[src/rtl/sync_burst_gen.sv]
// Wake-up/sync front end: arms on wake_up, waits a bounded window for comp_out,
// then emits a fixed-length divided data clock with per-bit strobe and T_0/T_1 pattern.
module sync_burst_gen #(
  parameter int unsigned CLK_DIV       = 100,
  parameter int unsigned NUM_BITS      = 1000,
  parameter int unsigned TIMEOUT_TICKS = 20000,
  parameter int unsigned PREAMBLE_BITS = 432,
  parameter int unsigned CNT_W         = 20
) (
  input  logic             clki,
  input  logic             rst_n,
  input  logic             wake_up,
  input  logic             comp_out,
  input  logic [1:0]       mode,
  input  logic             data_in,
  output logic             WU_valid,
  output logic             data_clk_enb,
  output logic             data_clk,
  output logic             bit_strobe,
  output logic [CNT_W-1:0] bit_idx,
  output logic             T_0,
  output logic             T_1,
  output logic             timeout,
  output logic             done
);

  localparam logic [CNT_W-1:0] HALF_LAST = CNT_W'(CLK_DIV / 2 - 1);
  localparam logic [CNT_W-1:0] TIM_LAST  = CNT_W'(TIMEOUT_TICKS - 1);
  localparam logic [CNT_W-1:0] BIT_END   = CNT_W'(NUM_BITS);
  localparam logic [CNT_W-1:0] PRE_END   = CNT_W'(PREAMBLE_BITS);

  typedef enum logic [1:0] {IDLE, ARMED, RUN} state_t;

  state_t           state, state_n;
  logic [2:0]       wu_h, co_h;
  logic [CNT_W-1:0] tim_cnt, tim_n;
  logic [CNT_W-1:0] div_cnt, div_n;
  logic [CNT_W-1:0] bit_cnt, bit_n;
  logic [CNT_W-1:0] idx_n;
  logic [1:0]       mode_q, mode_n;
  logic             wu_valid_n, enb_n, dclk_n, strobe_n, t0_n, t1_n, timeout_n, done_n;
  logic             wu_edge, co_edge;

  assign wu_edge = (wu_h[2:1] == 2'b01);
  assign co_edge = (co_h[2:1] == 2'b01);

  always_ff @(posedge clki) begin
    if (!rst_n) begin
      state        <= IDLE;
      wu_h         <= '0;
      co_h         <= '0;
      tim_cnt      <= '0;
      div_cnt      <= '0;
      bit_cnt      <= '0;
      mode_q       <= '0;
      WU_valid     <= 1'b0;
      data_clk_enb <= 1'b0;
      data_clk     <= 1'b0;
      bit_strobe   <= 1'b0;
      bit_idx      <= '0;
      T_0          <= 1'b0;
      T_1          <= 1'b0;
      timeout      <= 1'b0;
      done         <= 1'b0;
    end else begin
      state        <= state_n;
      wu_h         <= {wu_h[1:0], wake_up};
      co_h         <= {co_h[1:0], comp_out};
      tim_cnt      <= tim_n;
      div_cnt      <= div_n;
      bit_cnt      <= bit_n;
      mode_q       <= mode_n;
      WU_valid     <= wu_valid_n;
      data_clk_enb <= enb_n;
      data_clk     <= dclk_n;
      bit_strobe   <= strobe_n;
      bit_idx      <= idx_n;
      T_0          <= t0_n;
      T_1          <= t1_n;
      timeout      <= timeout_n;
      done         <= done_n;
    end
  end

  always_comb begin
    state_n    = state;
    tim_n      = tim_cnt;
    div_n      = div_cnt;
    bit_n      = bit_cnt;
    mode_n     = mode_q;
    wu_valid_n = WU_valid;
    enb_n      = data_clk_enb;
    dclk_n     = data_clk;
    strobe_n   = 1'b0;
    idx_n      = bit_idx;
    t0_n       = T_0;
    t1_n       = T_1;
    timeout_n  = 1'b0;
    done_n     = 1'b0;

    case (state)
      IDLE: begin
        if (wu_edge) begin
          state_n    = ARMED;
          wu_valid_n = 1'b1;
          tim_n      = '0;
        end
      end

      ARMED: begin
        tim_n = tim_cnt + 1'b1;
        // Sync edge wins over both a re-arm and expiry in the same cycle.
        if (co_edge) begin
          state_n    = RUN;
          wu_valid_n = 1'b0;
          enb_n      = 1'b1;
          dclk_n     = 1'b0;
          div_n      = HALF_LAST;
          bit_n      = '0;
          mode_n     = mode;
        end else if (wu_edge) begin
          tim_n = '0;
        end else if (tim_cnt == TIM_LAST) begin
          state_n    = IDLE;
          wu_valid_n = 1'b0;
          timeout_n  = 1'b1;
          tim_n      = '0;
        end
      end

      RUN: begin
        if (div_cnt == HALF_LAST) begin
          div_n = '0;
          if (data_clk) begin
            dclk_n = 1'b0;
            if (bit_cnt == BIT_END) begin
              state_n = IDLE;
              enb_n   = 1'b0;
              done_n  = 1'b1;
              t0_n    = 1'b0;
              t1_n    = 1'b0;
            end
          end else begin
            dclk_n   = 1'b1;
            strobe_n = 1'b1;
            idx_n    = bit_cnt;
            bit_n    = bit_cnt + 1'b1;
            if (bit_cnt < PRE_END) begin
              t1_n = 1'b0;
              t0_n = 1'b0;
            end else begin
              // T_1 is held at 0 through the preamble, so the first toggle yields 1.
              case (mode_q)
                2'b00:   begin t1_n = ~T_1;    t0_n = 1'b0; end
                2'b01:   begin t1_n = 1'b1;    t0_n = 1'b0; end
                2'b10:   begin t1_n = data_in; t0_n = 1'b0; end
                default: begin t1_n = ~T_1;    t0_n = T_1;  end
              endcase
            end
          end
        end else begin
          div_n = div_cnt + 1'b1;
        end
      end

      default: state_n = IDLE;
    endcase
  end

endmodule
[config.mk]
export PLATFORM = sky130hd
export DESIGN_NAME = sync_burst_gen
export DESIGN_NICKNAME = d
export VERILOG_FILES = /design/src/rtl/sync_burst_gen.sv
export SDC_FILE = /design/constraint.sdc
export NUM_CORES = 1
export LEC_CHECK = 0
export CAP_MARGIN = 20
export CORE_MARGIN = 5
export CORE_UTILIZATION = 25
export DETAILED_ROUTE_END_ITERATION = 6
export SLEW_MARGIN = 20
export SYNTH_ARGS = -nofsm -noshare
export SYNTH_HDL_FRONTEND = slang
export SYNTH_SLANG_ARGS = --single-unit
[constraint.sdc]
create_clock -name clki -period 1.85 [get_ports clki]
set_input_delay 0.37 -clock clki [delete_from_list [all_inputs] [get_ports clki]]
set_output_delay 0.37 -clock clki [all_outputs]
set_load 0.1 [all_outputs]
==> metrics.md <==
| Metric | Value |
|---|---|
| Status | `finished with violations` |
| Violations in the final reports | `negative setup slack` |
| Fraction of synthesized area in multiplexers | `5.27%` |
| Post-synthesis share of cell area spent on full adders, half adders and majority gates | `2.03%` |
| Violation count after the first detailed-routing iteration | `256` |
| Cell Area, Synth | `0.00494 mm2` |
| Element type at the critical path end | `register` |
| Die height | `151 um` |
| Total of buffers placed on input and output ports | `34` |
| Library cells used by synthesis | `56` |
| Peak VDD IR | `0.472 mV` |
| Leakage power total | `2.48 nW` |
| Setup-violating endpoint count in the final report | `16` |
| Total die area | `0.0227 mm2` |
| Cells after Synth | `608` |
| Final standard cell area without fillers | `0.00718 mm2` |
| Largest net degree at the start of global routing | `35` |
| Number of ports placed on the die boundary | `35` |
| Worst Setup Path Type | `register to register` |
| Maximum buffer depth of the clock tree | `2` |
| Cell with the most instances after synthesis | `sky130_fd_sc_hd__dfxtp_1` |
| Via density per instance | `4.93` |
| Fraction of final layout cells sized beyond drive strength 1 | `30.6%` |
| Global-route wire length before repair | `22.7 mm` |
| Area of the multi-input gates | `0.00317 mm2` |
| Number of max-slew violations in the final report | `0` |
| Number of antenna violations at the first check in global routing | `0` |
| Share of async-settable or async-resettable flops after synthesis | `0%` |
| Overall fraction of global-route tracks in use | `12.5%` |
| Number of nets in the layout | `726` |
| Synth Net Count | `623` |
| Sequential cell area | `0.00199 mm2` |
| H-tree depth | `3` |
| Synth area leader | `sky130_fd_sc_hd__dfxtp_1` |
| Worst Path Arrival | `2.21 ns` |
| Inserted Diodes | `0` |
| Detailed-placement wirelength estimate | `9.45 mm` |
| Number of global-route vias before repair | `4458` |
| Flops & latches, synth | `98` |
| Synthesis Warnings | `0` |
| Area growth from synthesis to layout | `45.6%` |
| Clock tree from TritonCTS | `built` |
| Share of the cycle needed by the critical path after routing | `104%` |
| Leading cell types by count after synthesis | `sky130_fd_sc_hd__dfxtp_1, sky130_fd_sc_hd__nand2_1, sky130_fd_sc_hd__nor2_1, sky130_fd_sc_hd__a21oi_1, sky130_fd_sc_hd__nand3_1` |
| Max-Cap Viols | `0` |
| Largest family of logic cells by synthesized area | `simple AND/OR/NAND/NOR gates` |
| Slowest cell on crit path | `sky130_fd_sc_hd__or4_4` |
| Worst hold margin | `0.434 ns` |
| Crit Path Max Fanout | `8` |
| Core box area | `0.0195 mm2` |
| Measured slew at the worst slew-check pin | `0.478 ns` |
| Clk_lat worst skew | `0.36 ns` |
| Final critical path time including I/O delays and setup | `1.93 ns` |
| Horizontal die dimension | `151 um` |
| Final Instance Count excl. Fillers | `977` |
| Hold Fails Final Rpt | `0` |
| Simple-gate share of the synthesized area | `31.1%` |
| Startpoint type of the worst setup path | `register` |
| Cells taking the most area after synthesis | `sky130_fd_sc_hd__dfxtp_1, sky130_fd_sc_hd__nand2_1, sky130_fd_sc_hd__mux2i_1` |
| Fraction of post-synthesis cell area in the top cell type by area | `39.7%` |
| Commonest register cell after synthesis | `sky130_fd_sc_hd__dfxtp_1` |
| Clock slew at reported path FFs | `0.07 ns` |
| Hold Path Class | `register to register` |
| Routability cong. | `0.829` |
| Seq/Total Area, Yosys | `39.7%` |
| Critical Path RT | `2.13 ns` |
| WL per Instance | `14.5 um` |
| FILL cells | `1946` |
| Max Clk Rate | `518 MHz` |
| Synth Area in Compound Gates | `15.7%` |
| Setup repair after global routing missed its margin | `true` |
| Avg Cell Area, Syn | `8.12 um2` |
| Max-slew headroom at the worst pin | `68.1%` |
| Via Count | `4814` |
| Tot Pwr | `4.03 mW` |
| Post-synth EDFFs | `0` |
| Power Dens Cells | `561 mW/mm2` |
| GR Overflow Total | `0` |
| Clock sink count | `98` |
| Slowest cell delay on critical path | `0.53 ns` |
| Minimum setup slack in the final design | `-0.0798 ns` |
| Drt first pass iters | `7` |
| Final worst clock skew | `0.0118 ns` |
| Antenna-violating nets left | `0` |
| Sequence of cells on the critical path | `nor4b_2 -> and2_4 -> a21oi_4 -> or4_4 -> a21oi_2` |
| Cts bufs inserted | `9` |
| Initial cell density of the core | `25.4%` |
| Clock root buffer master | `sky130_fd_sc_hd__clkbuf_16` |
| Number of cells in the design after placement | `954` |
| Total placed instance area | `0.00645 mm2` |
| DR DRC count | `0` |
| Number of rows created at floorplan | `51` |
| Final WL | `14.2 mm` |
| Xor-xnor portion of the synthesized cell area | `1.42%` |
[worst max-delay path: cells and delay by family, from the launching register on]
kind,cells,cell delay [ns]
flip-flops,1,0.32
AO/OA/AOI/OAI,2,0.27
AND/OR/NAND/NOR,3,1.26
[metrics by stage]
step / setup WS [ns] / util, % / TNS, ns
3_5_place_dp: -0.179 / 33.1 / -2.33
5_1_grt: -0.136 / 36.9 / -3.07
6_report: -0.0798 / 36.9 / -0.456
4_1_cts: -0.0585 / 34.7 / -1.36
2_1_floorplan: 0.0178 / - / 0
3_3_place_gp: -0.180 / 33.1 / -1.76
[what timing repair did]
item	CTS	global route
endpoints found under the setup margin	41	64
hold buffers	0	0
pin swaps	1	39
resized for setup	4	93
setup buffers	1	6
cloned	2	3
hold endpoints to repair	0	0
[state kept, by name (all words and copies together), names as in the netlist]
register      flops
mode_q            2
done              1
bit_strobe        1
state             2
data_clk_enb      1
WU_valid          1
T_1               1
T_0               1
timeout           1
bit_cnt          20
wu_h              3
co_h              3
tim_cnt          20
div_cnt          20
data_clk          1
bit_idx          20
[layout by cell type, fill, tap and decap left out, drive strengths merged, types with 3 or more instances in the layout]
cell type / count
o31a: 3
a22oi: 3
nor2: 46
nor4b: 6
o21bai: 3
nand2b: 6
o22ai: 10
xor2: 6
or4: 16
and3: 3
o31ai: 14
nand3: 33
ha: 8
or3: 14
o211ai: 3
clkdlybuf4s50: 6
nor4: 18
a31oi: 5
o21a: 5
and4: 5
o21ai: 32
nand4: 25
clkbuf: 11
and2: 14
nor2b: 7
nor3: 16
dfxtp: 98
buf: 119
inv: 17
mux2i: 26
a21oi: 43
nand2: 72
[worst paths after layout]
check,startpoint,slack [ns],cells after the start,end
worst max-delay path,div_cnt[2],-0.08,5,bit_cnt[9]
worst min-delay path,wu_h[0],0.43,1,wu_h[1]
worst max register to register,div_cnt[2],-0.08,5,bit_cnt[9]
worst min register to register,wu_h[0],0.43,1,wu_h[1]
[metal layers]
layer  global-route usage (%)  vias to the layer above  share of wire, %
met2                     20.1                       98                47
li1                         -                     2435                 -
met1                     16.4                     2261                47
met4                     4.39                        0               1.9
met5                        0                        -                 0
met3                     2.80                       20               3.8
[power by group]
group / internal (mW) / total, mW / switching [mW] / leakage [nW]
logic: 0.0843 / 0.204 / 0.120 / 1.56
clock network: 0.917 / 1.70 / 0.787 / 0.123
registers: 2.12 / 2.12 / 0.00684 / 0.799
[cells by family after synthesis]
logic type | after synthesis
AND/OR/NAND/NOR | 287
AO/OA/AOI/OAI | 126
flip-flops | 98
buffers and inverters | 55
multiplexers | 26
XOR/XNOR | 8
adder cells (fa/ha/maj) | 8
[cell type report]
class                      count  area share (%)
clock buffer                  11            3.38
timing repair buffer         125            19.3
multi-input combinational    460            44.1
clock inverter                 1          0.0697
tap                          265            4.62
sequential                    98            27.6
inverter                      17           0.888
(Power assumes the default switching activity.)
